[src/rtl/rr_grant_arbiter.sv]
`default_nettype none
// ============================================================================
// Module   : rr_grant_arbiter
// Brief    : Round-robin arbiter with level requests and single-cycle grants.
//            A request is granted between 2 and N+1 edges after it is first
//            sampled. Also provides a sticky latency-violation flag and a
//            saturating grant counter.
// Revision : 1.0 - initial release
// ============================================================================
module rr_grant_arbiter #(
  parameter int N     = 4,
  parameter int CNT_W = 16
) (
  input  logic                 clk,
  input  logic                 rst,
  input  logic                 arb_en_i,
  input  logic [N-1:0]         req_i,
  output logic [N-1:0]         gnt_o,
  output logic                 gnt_vld_o,
  output logic [$clog2(N)-1:0] gnt_id_o,
  output logic                 lat_err_o,
  output logic [CNT_W-1:0]     gnt_cnt_o
);

  localparam int ID_W = $clog2(N);
  localparam int W_W  = $clog2(N + 2);
  // Largest legal wait value; one more unserved enabled edge is a violation.
  localparam logic [W_W-1:0]  W_MAX    = W_W'(N + 1);
  localparam logic [ID_W-1:0] LAST_IDX = ID_W'(N - 1);

  logic [N-1:0]     pend_q;
  logic [N-1:0]     gnt_q;
  logic [N-1:0]     gnt_d;
  logic [N-1:0]     elig;
  logic [ID_W-1:0]  ptr_q;
  logic [ID_W-1:0]  ptr_d;
  logic [ID_W-1:0]  gnt_id_q;
  logic [ID_W-1:0]  gnt_id_d;
  logic [ID_W-1:0]  sel_idx;
  logic             found;
  int               cand;
  logic             lat_err_q;
  logic [CNT_W-1:0] cnt_q;
  logic [CNT_W-1:0] cnt_d;
  logic [N-1:0]     w_err;

  // A request is eligible once it has been seen for a full edge (pend_q), and
  // the master holding the current grant is excluded so grants always rotate.
  assign elig = req_i & pend_q & ~gnt_q;

  // Search for the first eligible master starting at the priority pointer.
  always_comb begin
    found   = 1'b0;
    sel_idx = '0;
    cand    = 0;
    for (int k = 0; k < N; k++) begin
      cand = int'(ptr_q) + k;
      if (cand >= N) begin
        cand = cand - N;
      end
      if (!found && elig[ID_W'(cand)]) begin
        found   = 1'b1;
        sel_idx = ID_W'(cand);
      end
    end
  end

  // Next grant vector, grant index and pointer; nothing is selected while disabled.
  always_comb begin
    gnt_d    = '0;
    gnt_id_d = '0;
    ptr_d    = ptr_q;
    if (arb_en_i && found) begin
      gnt_d[sel_idx] = 1'b1;
      gnt_id_d       = sel_idx;
      ptr_d          = (sel_idx == LAST_IDX) ? '0 : sel_idx + 1'b1;
    end
  end

  // Saturating count of cycles with a grant pulse.
  always_comb begin
    cnt_d = cnt_q;
    if ((|gnt_q) && (cnt_q != '1)) begin
      cnt_d = cnt_q + 1'b1;
    end
  end

  // One wait counter per master tracking how long its request has been unserved.
  generate
    for (genvar i = 0; i < N; i++) begin : g_wait
      logic [W_W-1:0] w_q;

      assign w_err[i] = arb_en_i & req_i[i] & ~gnt_q[i] & (w_q == W_MAX);

      // Clear on idle or on grant, hold while disabled, saturate at the limit.
      always_ff @(posedge clk) begin
        if (rst) begin
          w_q <= '0;
        end else if (!req_i[i]) begin
          w_q <= '0;
        end else if (arb_en_i) begin
          if (gnt_q[i]) begin
            w_q <= '0;
          end else if (w_q != W_MAX) begin
            w_q <= w_q + 1'b1;
          end
        end
      end
    end
  endgenerate

  // Arbiter state registers.
  always_ff @(posedge clk) begin
    if (rst) begin
      pend_q    <= '0;
      gnt_q     <= '0;
      gnt_id_q  <= '0;
      ptr_q     <= '0;
      cnt_q     <= '0;
      lat_err_q <= 1'b0;
    end else begin
      pend_q    <= req_i & ~gnt_q;
      gnt_q     <= gnt_d;
      gnt_id_q  <= gnt_id_d;
      ptr_q     <= ptr_d;
      cnt_q     <= cnt_d;
      lat_err_q <= lat_err_q | (|w_err);
    end
  end

  assign gnt_o     = gnt_q;
  assign gnt_vld_o = |gnt_q;
  assign gnt_id_o  = gnt_id_q;
  assign lat_err_o = lat_err_q;
  assign gnt_cnt_o = cnt_q;

endmodule
`default_nettype wire

[config.mk]
export PLATFORM = sky130hd
export DESIGN_NAME = rr_grant_arbiter
export DESIGN_NICKNAME = d
export VERILOG_FILES = /design/src/rtl/rr_grant_arbiter.sv
export SDC_FILE = /design/constraint.sdc
export NUM_CORES = 1
export LEC_CHECK = 0
export CORE_UTILIZATION = 55
export CTS_CLUSTER_SIZE = 12
export DETAILED_ROUTE_END_ITERATION = 10
export PLACE_DENSITY = 0.79
export SYNTH_ARGS = -nofsm -noshare
export SYNTH_HDL_FRONTEND = slang
export SYNTH_SLANG_ARGS = --single-unit
[constraint.sdc]
create_clock -name clk -period 3.79 [get_ports clk]
set_clock_uncertainty 0.2 [all_clocks]
set_input_delay 0.9475 -clock clk [delete_from_list [all_inputs] [get_ports clk]]
set_output_delay 0.9475 -clock clk [all_outputs]
set_load 0.01 [all_outputs]
# Yosys cells after proc, flatten, opt, wreduce, memory -nomap -nowiden
# Index checks and enable logic that the tools add are counted.
[word_totals]
regBits = 41
input_bits = 7
out_inout_bits = 24
elab_cells = 128
[op_classes]
addsub = 13
n_lt_le_gt_ge = 10
n_eq_ne = 10
muxes = 35
bitwise = 26
reduce_logical = 24
[ops]
columns = ["cell", "n"]
rows = [
  ["3-bit two-way mux", 8],
  ["2-bit two-way mux", 9],
  ["16-bit by 1-bit adder with 16-bit output (second input constant)", 1],
  ["2-bit by 4-bit less-than comparator with 1-bit output (second input constant)", 4],
  ["16-bit inequality test (second input constant)", 1],
  ["1-bit two-way mux", 13],
  ["3-bit by 1-bit adder with 3-bit output (second input constant)", 4],
  ["1-bit AND", 12],
  ["4-bit AND", 3],
  ["3-bit == test (second input constant)", 4],
  ["3-bit inequality test (second input constant)", 4],
  ["2-bit OR reduction", 5],
  ["3-bit greater-or-equal comparator (second input constant)", 3],
  ["1-bit inverter", 9],
  ["1-bit binary-select mux with 2-bit select", 4],
  ["2-bit AND reduction", 4],
  ["2-bit nonzero test", 4],
  ["4-bit OR reduction", 2],
  ["2-bit by 1-bit subtractor with 2-bit output (second input constant)", 4],
  ["2-bit by 2-bit adder with 3-bit output (second input constant)", 2],
  ["1-bit logical AND", 6],
  ["4-bit inverter", 1],
  ["2-bit by 1-bit adder with 3-bit output (second input constant)", 1],
  ["2-bit by 3-bit greater-or-equal comparator with 1-bit output (second input constant)", 1],
  ["other kinds (7)", 9],
]

# Longest topological paths before layout
# Gate-level depths: netlist of the first run.
[depth]
ltp_word = 19
ltp_mapped = 7
ltp_nobuf = 7

# Least setup slack after synthesis of the first run
# OpenSTA, ideal clock, no wires.
[synth_timing]
kind = "input -> register"
startpoint = "input port req_i[2]"
endpoint = "register ptr_q[1]"
setup_ns = 0.128
t_arrival_ns = 2.086
t_required_ns = 3.462
setup_slack_ns = 1.376
cell_stages = 7
n_path_buf = 0
cell_sequence = "and3b_2 > a21oi_1 > o211ai_1 > inv_1 > ha_1 > mux2i_1 > nor2_1"
[synth_between]
elab_chain_cells = 17
elab_cells_between_ends = 32
cone_classes = "1 x add/sub; 1 x eq/ne; 21 x mux; 2 x bitwise; 7 x reduce/logical"
[synth_lines]
columns = ["element", "line", "text"]
rows = [
  ["start, declared", "17", "input logic [N-1:0] req_i,"],
  ["4-bit AND (*) (2 in series)", "49", "assign elig = req_i & pend_q & ~gnt_q;"],
  ["1-bit binary-select mux with 2-bit select", "61", "if (!found && elig[ID_W'(cand)]) begin"],
  ["1-bit two-way mux (not written as such) (2 in series)", "61", ""],
  ["1-bit two-way mux", "61", ""],
  ["1-bit logical NOT", "61", ""],
  ["1-bit logical AND", "61", ""],
  ["1-bit two-way mux", "61", ""],
  ["1-bit logical NOT", "61", ""],
  ["1-bit logical AND", "61", ""],
  ["1-bit two-way mux", "61", ""],
  ["1-bit logical NOT", "61", ""],
  ["1-bit logical AND", "61", ""],
  ["2-bit two-way mux", "61", ""],
  ["2-bit by 1-bit adder with 2-bit output / 2-bit == test (equally long branches)", "76", "ptr_d = (sel_idx == LAST_IDX) ? '0 : sel_idx + 1'b1;"],
  ["2-bit two-way mux", "76", ""],
  ["end signal, assigned", "125", "ptr_q <= ptr_d;"],
  ["end, declared", "35", "logic [ID_W-1:0] ptr_q;"],
]
# Every way passes the cells marked *; elsewhere a longest branch is shown, timed or not. The select of a mux whose other input is x is not followed.
# A chain may end at the register's enable or synchronous reset.

# Worst setup path in the final report of the first run
[layout_timing]
startpoint = "register gnt_q[0] (netlist: gnt_o[0])"
endpoint = "output port gnt_vld_o"
[layout_between]
elab_chain_cells = 1
[layout_lines]
columns = ["element", "line", "text"]
rows = [
  ["start, declared", "32", "logic [N-1:0] gnt_q;"],
  ["start signal, assigned", "123", "gnt_q <= gnt_d;"],
  ["4-bit OR reduction", "132", "assign gnt_vld_o = |gnt_q;"],
  ["end, declared", "19", "output logic gnt_vld_o,"],
]
# Every way passes these cells.

==> results of run 1 <==
[worst reg2reg max path, stage by stage (launching register included)]
cell and delay [ns]:
dfxtp_1 0.43, nand4_1 0.30, nor4_2 0.87, nor2_1 0.13, mux2i_1 0.15
[flip-flops by register name (all words and copies together) (netlist names)]
| signal | cells |
|---|---|
| g_wait.w_q | 12 |
| ptr_q | 2 |
| gnt_o | 4 |
| pend_q | 4 |
| gnt_id_o | 2 |
| gnt_cnt_o | 16 |
| lat_err_o | 1 |
[cell type report]
class | instances | area [um2]
fillers | 313 | 1150
inverters | 16 | 60.1
clock inverters | 2 | 10.0
flip-flops and latches | 41 | 821
well taps | 48 | 60.1
multi-input cells | 175 | 1240
clock buffers | 6 | 72.6
repair buffers | 31 | 308
[cells in the final DEF (no fill, tap or decap), drive strengths merged, types with 3 or more instances in the layout]
cell,n
a21oi,25
a31o,4
and2,4
and3b,4
and4bb,3
clkbuf,6
clkdlybuf4s50,30
dfxtp,41
ha,13
inv,16
mux2,4
nand2,15
nand2b,5
nand3,5
nand3b,3
nand4,4
nand4b,4
nor2,19
nor2b,5
nor3,5
nor4,5
o21ai,6
o31ai,8
or3,3
or4,8
[cell families (layout without fill, tap and decap cells)]
kind of cell,count (synthesis),in the layout,synth area share
DFF,41,41,0.382
buffers and inverters,23,55,0.0425
adders and majority gates,13,13,0.0756
AOI/OAI and AO/OA,54,54,0.169
and+or+nand+nor,100,100,0.293
xor gates and xnor gates,2,2,0.00815
muxes,6,6,0.0302
[cell usage after synthesis (5+ instances only)]
master and count:
a21oi_1 25, o21ai_0 6, ha_1 13, inv_1 15, clkbuf_1 5, o31ai_1 8
nor3_1 5, nor2b_1 5, dfxtp_1 41, or4_1 8, nand2_1 14, nand2b_1 5
nor2_1 19
[power by group through the flow]
stage / Sequential [mW] / Clock (mW) / Combinational, mW
3_3_place_gp: 0.459 / 0 / 0.0741
4_1_cts: 0.449 / 0.282 / 0.0760
2_1_floorplan: 0.458 / 0 / 0.0498
5_1_grt: 0.451 / 0.303 / 0.0853
6_report: 0.450 / 0.275 / 0.0756
3_5_place_dp: 0.460 / 0 / 0.0752
[worst paths after layout]
path	start	end	slack, ns	depth (start not counted)
min	g_wait[3].w_q[1]	g_wait[3].w_q[1]	0.28	2
min reg2reg	g_wait[3].w_q[1]	g_wait[3].w_q[1]	0.28	2
max reg2reg	gnt_cnt_o[10]	gnt_cnt_o[1]	1.59	4
max	gnt_o[0]	gnt_vld_o	0.85	3
[metal layers]
layer / vias up / share of wire / GRT usage
met3: 4 / 0.034 / 0.0528
met2: 32 / 0.47 / 0.357
met1: 842 / 0.48 / 0.282
met5: - / 0 / 0
li1: 942 / - / -
met4: 0 / 0.0096 / 0.0583
[metrics by stage]
step	hold slack, ns	cells
2_1_floorplan	0.248	239
3_3_place_gp	0.258	311
3_5_place_dp	0.270	311
4_1_cts	0.281	319
5_1_grt	0.297	319
6_report	0.278	319
==> impl_metrics.json, run 1 <==
{
  "maxCapViolCount": 0,
  "synth_cell_types": 47,
  "syn_nets": 259,
  "cp_slowest_cell": "clkdlybuf4s50_1",
  "p_switching_uw": 197,
  "ctsResizeCount": 0,
  "crit_type": "reg -> out",
  "num_rows": 22,
  "p_clk_frac": 0.344,
  "maxSlewHeadroom": 0.361,
  "p_per_area_nw_per_um2": 311,
  "die_w_um": 64.5,
  "cts.reportedPaths.clkPinSlew_ns": 0.08,
  "numPortBuffers": 30,
  "synthArstFlopShare": 0,
  "syn-instance-count": 239,
  "cts_root_buf": "clkbuf_8",
  "syn_area_um2": 2150,
  "ant_nets": 0,
  "max_slew.worst_pin.slew_ns": 0.951,
  "p_comb_frac": 0.094,
  "vias": 1820,
  "setup_ws_ns": 0.847,
  "crit_family": "buffers and inverters",
  "grt_pass1_vias": 1592,
  "cp.required_ns": 2.64,
  "cts.htree.levels": 2,
  "layout.nets": 290,
  "netlist.area_leader.share": 0.382,
  "antenna_found_initial": 0,
  "fmax_mhz": 340,
  "clockBufferDepth": 2,
  "layout-drive-gt1-share": 0.0959,
  "drt-initial-drc-count": 101,
  "path_cells": "nor4_4 -> inv_2 -> clkdlybuf4s50_1",
  "fin_util": 0.692,
  "grt_max_degree": 25,
  "antenna_cells": 0,
  "design.die.area_um2": 4160,
  "routed_wl_um": 4180,
  "coreArea_um2": 3720,
  "stdcell_area_um2": 2570,
  "post_cts_buffers": 0,
  "cts_made_buffers": 5,
  "pin_count": 31,
  "clk_latency_ns": 0.29,
  "post_drt_wl_per_cell_um": 13.1,
  "worst-path-buf-inv": 2,
  "firstDrtPassIters": 4,
  "cts_sinks": 41,
  "viasPerCell": 5.71,
  "worstPathMaxFanout": 10,
  "drv_slew": 0,
  "yosysTopAreaCell": "dfxtp_1",
  "gp_congestion": 0.754,
  "cts_tree": "yes",
  "setup_tns_ns": 0,
  "yosys_warnings": 0,
  "finalHoldViolCount": 0,
  "synthTopCellsByArea": "dfxtp_1 (38%), ha_1 (7.6%), a21oi_1 (5.8%)",
  "grt_usage": 0.217,
  "syn_to_final_growth_pct": 19.5,
  "finalSetupViolCount": 0,
  "critPathMaxStageDelay_ns": 0.50,
  "fin_total_pwr_uw": 800,
  "intPower_uw": 604,
  "fin_crit_ns": 2.94,
  "synth_edf_count": 0,
  "rsz0062_at_grt": "no",
  "status": "finished clean",
  "yosys_most_used_dff": "dfxtp_1",
  "fin_crit_sh": 0.776,
  "dp_slack_ns": 0.692,
  "grt-ovfl-total": 0,
  "drc": 0,
  "ys_ff_latch": 41,
  "power_frac_seq": 0.562,
  "hold_path_class": "reg -> reg",
  "ir_worst_vdd_v": 0.000262,
  "die_h_um": 64.5,
  "grt_first_pass_wirelength_um": 7110,
  "startpoint_type": "register",
  "switching_share": 0.246,
  "start_util": 0.579,
  "cts_hold_buf": 0,
  "hpwlAfterDp_um": 3000,
  "ys_seq_area_frac": 0.382,
  "avgSynthCellArea_um2": 9.00,
  "placed_cell_area_um2": 2490,
  "end_kind": "output pin",
  "worstPathArrival_ns": 1.80,
  "leakage_nw": 0.918
}
Note: power is estimated with default switching activity, not from simulation.
==> run 2: changes to the inputs <==
- CORE_UTILIZATION: 55 -> 49
- PLACE_DENSITY: 0.79 -> 0.74
- clock period: 3.79 -> 2.7 ns (I/O delays scaled with it)
==> impl_metrics.json, run 2 (synthesized netlist as in run 1, its figures left out) <==
{
  "status": "finished clean",
  "drc": 0,
  "final_common_cell": "dfxtp_1",
  "power_frac_seq": 0.555,
  "p_per_area_nw_per_um2": 431,
  "cts_root_buf": "clkbuf_8",
  "drv_slew": 0,
  "intPower_uw": 856,
  "finalHoldViolCount": 0,
  "drt-initial-drc-count": 118,
  "layout.nets": 297,
  "worstPathArrival_ns": 1.72,
  "switching_share": 0.247,
  "finalSetupViolCount": 0,
  "ctsResizeCount": 0,
  "path_cells": "nor4_4 -> inv_2 -> clkdlybuf4s50_1",
  "max_slew.worst_pin.slew_ns": 0.615,
  "syn_to_final_growth_pct": 22.6,
  "grt_pass1_vias": 1532,
  "cts_tree": "yes",
  "start_util": 0.523,
  "critPathMaxStageDelay_ns": 0.49,
  "crit_type": "reg -> out",
  "grt-ovfl-total": 0,
  "end_kind": "output pin",
  "maxSlewHeadroom": 0.586,
  "cts.reportedPaths.clkPinSlew_ns": 0.08,
  "coreArea_um2": 4120,
  "fin_crit_ns": 2.59,
  "die_w_um": 68.3,
  "design.die.area_um2": 4660,
  "cp.required_ns": 1.82,
  "cp_slowest_cell": "clkdlybuf4s50_1",
  "nFillCells": 376,
  "cts_made_buffers": 5,
  "p_comb_frac": 0.102,
  "clk_latency_ns": 0.30,
  "worstPathMaxFanout": 9,
  "post_drt_wl_per_cell_um": 12.7,
  "viasPerCell": 5.52,
  "cts_sinks": 41,
  "num_rows": 23,
  "clockBufferDepth": 2,
  "p_switching_uw": 281,
  "ir_worst_vdd_v": 0.000346,
  "final_cell_mix": "dfxtp_1 (41), clkdlybuf4s50_1 (30), a21oi_1 (25)",
  "grt_first_pass_wirelength_um": 6710,
  "setup_tns_ns": 0,
  "pin_count": 31,
  "hold_path_class": "reg -> reg",
  "cts.htree.levels": 2,
  "r2r_slack_ns": 0.64,
  "startpoint_type": "register",
  "rsz0062_at_grt": "no",
  "maxCapViolCount": 0,
  "largest_reg_flops": 16,
  "die_h_um": 68.3,
  "leakage_nw": 0.955,
  "hpwlAfterDp_um": 3000,
  "fmax_mhz": 385,
  "hold-worst-slack_ns": 0.275,
  "routed_wl_um": 4170,
  "setup_ws_ns": 0.106,
  "layout-drive-gt1-share": 0.119,
  "firstDrtPassIters": 6,
  "grt_max_degree": 34,
  "antenna_cells": 0,
  "p_clk_frac": 0.343,
  "ant_nets": 0,
  "grt_usage": 0.194,
  "vias": 1811,
  "dp_slack_ns": 0.0368,
  "numPortBuffers": 30,
  "fin_crit_sh": 0.961,
  "antenna_found_initial": 0,
  "gp_congestion": 0.763,
  "cts_hold_buf": 0
}
==> run 2: per-stage QoR <==
step / instances / util / total power [mW] / cell area (um2)
after floorplan: 239 / - / 0.713 / 2150
after global placement: 318 / 0.617 / 0.757 / 2540
after detailed placement: 318 / 0.617 / 0.759 / 2540
after CTS: 326 / 0.637 / 1.15 / 2620
after global routing: 328 / 0.641 / 1.19 / 2640
final: 328 / 0.641 / 1.14 / 2640
==> run 2: final timing paths <==
kind,to,depth (start not counted),startpoint
worst min-delay path,g_wait[1].w_q[1],2,g_wait[1].w_q[1]
worst max register to register,gnt_cnt_o[12],5,gnt_cnt_o[1]
worst max-delay path,gnt_vld_o,3,gnt_o[3]
worst min register to register,g_wait[1].w_q[1],2,g_wait[1].w_q[1]
==> run 2: critical path: cells and delay by family (launching register included) <==
kind,cells,cell delay [ns]
flops,1,0.41
simple gates,1,0.43
buf+inv,2,0.58
==> run 2: cell type report <==
| cell class | instances | area [um2] | share of cell area |
|---|---|---|---|
| repair buffers | 38 | 373 | 0.141 |
| clock buffers | 6 | 72.6 | 0.0275 |
| well taps | 50 | 62.6 | 0.0237 |
| flip-flops and latches | 41 | 821 | 0.311 |
| inverters | 16 | 60.1 | 0.0228 |
| clock inverters | 2 | 10.0 | 0.00380 |
| multi-input cells | 175 | 1240 | 0.470 |
==> run 2: per-layer routing <==
layer	part of all wire	vias to the layer above	GRT usage
met1	0.50	829	0.244
met3	0.035	5	0.0600
met2	0.45	23	0.313
met5	0	-	0
met4	0.013	0	0.0625
li1	-	954	-
==> run 2: timing repair <==
| action | CTS | global route |
|---|---|---|
| setup endpoints to repair | 0 | 1 |
| buffers inserted | 0 | 2 |
| endpoints found under the hold margin | 0 | 0 |
==> run 2: power by group through the flow <==
stage	clock [mW]	combinational (mW)	sequential, mW
CTS	0.400	0.114	0.631
detailed placement	0	0.113	0.645
global placement	0	0.112	0.645
global route	0.426	0.130	0.633
floorplan	0	0.0699	0.643
finish	0.390	0.116	0.631
==> run 3: changes to the inputs <==
- SETUP_SLACK_MARGIN: default -> 0.5
==> impl_metrics.json, run 3 (synthesized netlist as in run 1, its figures left out) <==
{
  "drt-initial-drc-count": 77,
  "finalSetupViolCount": 0,
  "start_util": 0.523,
  "setup_tns_ns": 0,
  "cts_hold_buf": 0,
  "hold_end": "g_wait[1].w_q[1]",
  "routed_wl_um": 4290,
  "rsz0062_at_grt": "no",
  "firstDrtPassIters": 4,
  "cp.required_ns": 1.82,
  "reg2regPathDepth": 5,
  "cts_sinks": 41,
  "final_common_cell": "dfxtp_1",
  "r2r-start": "gnt_cnt_o[1]",
  "coreArea_um2": 4120,
  "cts_tree": "yes",
  "design.die.area_um2": 4660,
  "maxSlewHeadroom": 0.569,
  "die_w_um": 68.3,
  "fmax_mhz": 468,
  "vias": 1814,
  "hold_start": "g_wait[1].w_q[1]",
  "hold_path_class": "reg -> reg",
  "crit_type": "reg -> out",
  "viasPerCell": 5.50,
  "grt_usage": 0.197,
  "min_path_cells": 2,
  "worst-path-buf-inv": 1,
  "startpoint_type": "register",
  "dp_slack_ns": 0.0368,
  "fin_crit_ns": 2.14,
  "antenna_found_initial": 0,
  "ant_nets": 0,
  "status": "finished clean",
  "antenna_cells": 0,
  "num_rows": 23,
  "numPortBuffers": 30,
  "p_per_area_nw_per_um2": 425,
  "ir_worst_vdd_v": 0.000368,
  "cts.htree.levels": 2,
  "end_kind": "output pin",
  "regToRegEndpoint": "gnt_cnt_o[12]",
  "cts.reportedPaths.clkPinSlew_ns": 0.08,
  "cts_root_buf": "clkbuf_8",
  "cp_slowest_cell": "clkdlybuf4s50_1",
  "clk_latency_ns": 0.30,
  "die_h_um": 68.3,
  "crit_family": "buffers and inverters",
  "largest_reg_flops": 16,
  "drv_slew": 0,
  "hpwlAfterDp_um": 3000,
  "grt-ovfl-total": 0,
  "grt_pass1_vias": 1569,
  "pin_count": 31,
  "clockBufferDepth": 2,
  "grt_first_pass_wirelength_um": 6800,
  "worstPathMaxFanout": 9,
  "leakage_nw": 1.02,
  "fin_crit_sh": 0.791,
  "finalHoldViolCount": 0,
  "r2r_slack_ns": 0.70,
  "layout-drive-gt1-share": 0.189,
  "critPathMaxStageDelay_ns": 0.55,
  "worstPathArrival_ns": 1.26,
  "drc": 0,
  "syn_to_final_growth_pct": 25.1,
  "max_slew.worst_pin.slew_ns": 0.641,
  "grt_max_degree": 34,
  "fin_util": 0.654,
  "path_cells": "clkdlybuf4s50_1",
  "setup_ws_ns": 0.563,
  "maxCapViolCount": 0,
  "post_drt_wl_per_cell_um": 13.0,
  "final_cell_mix": "dfxtp_1 (28), a21oi_1 (25), clkdlybuf4s50_1 (24)",
  "layout.nets": 299,
  "cts_made_buffers": 5,
  "gp_congestion": 0.763
}
-- run 3: area by class of cell --
cell class	instances	area, um2
Clock buffer	6	72.6
Clock inverter	2	10.0
Fill cell	375	1430
Inverter	16	60.1
Multi-Input combinational cell	175	1250
Sequential cell	41	847
Tap cell	50	62.6
Timing Repair Buffer	40	388
-- run 3: timing repair --
action,in CTS,in global routing
setup buffers,3,1
pin swaps,5,6
resized for setup,14,15
endpoints found under the setup margin,8,16
-- run 3: how the worst max path moves through the flow --
stage | startpoint | slack, ns | depth (start not counted) | to
5_1_grt | gnt_cnt_o[7] | 0.50 | 1 | gnt_cnt_o[7]
4_1_cts | gnt_o[1] | 0.49 | 3 | gnt_vld_o
6_report | gnt_o[3] | 0.56 | 1 | gnt_o[3]
2_1_floorplan | req_i[2] | 0.56 | 7 | ptr_q[1]
3_5_place_dp | req_i[0] | 0.04 | 8 | ptr_q[1]
3_3_place_gp | req_i[0] | 0.1 | 8 | ptr_q[1]
-- run 3: per-stage QoR --
step	total power, mW	cells	hold WS, ns	instance area [um2]
3_5_place_dp	0.759	318	0.268	2540
2_1_floorplan	0.713	239	0.248	2150
6_report	1.14	330	0.275	2690
4_1_cts	1.15	329	0.279	2660
3_3_place_gp	0.757	318	0.263	2540
5_1_grt	1.19	330	0.310	2690
-- run 3: metal layers --
metal	vias up	GRT usage	wire length (um)
met5	-	0	0
met4	0	0.0547	30
met3	4	0.0650	153
met2	21	0.322	1970
met1	825	0.245	2140
li1	964	-	-
-- run 3: report_power, final --
| part | internal [mW] | total [mW] | leakage, nW | switching, mW |
|---|---|---|---|---|
| Clock | 0.179 | 0.397 | 0.0450 | 0.218 |
| Sequential | 0.615 | 0.628 | 0.340 | 0.0133 |
| Combinational | 0.0593 | 0.118 | 0.631 | 0.0588 |
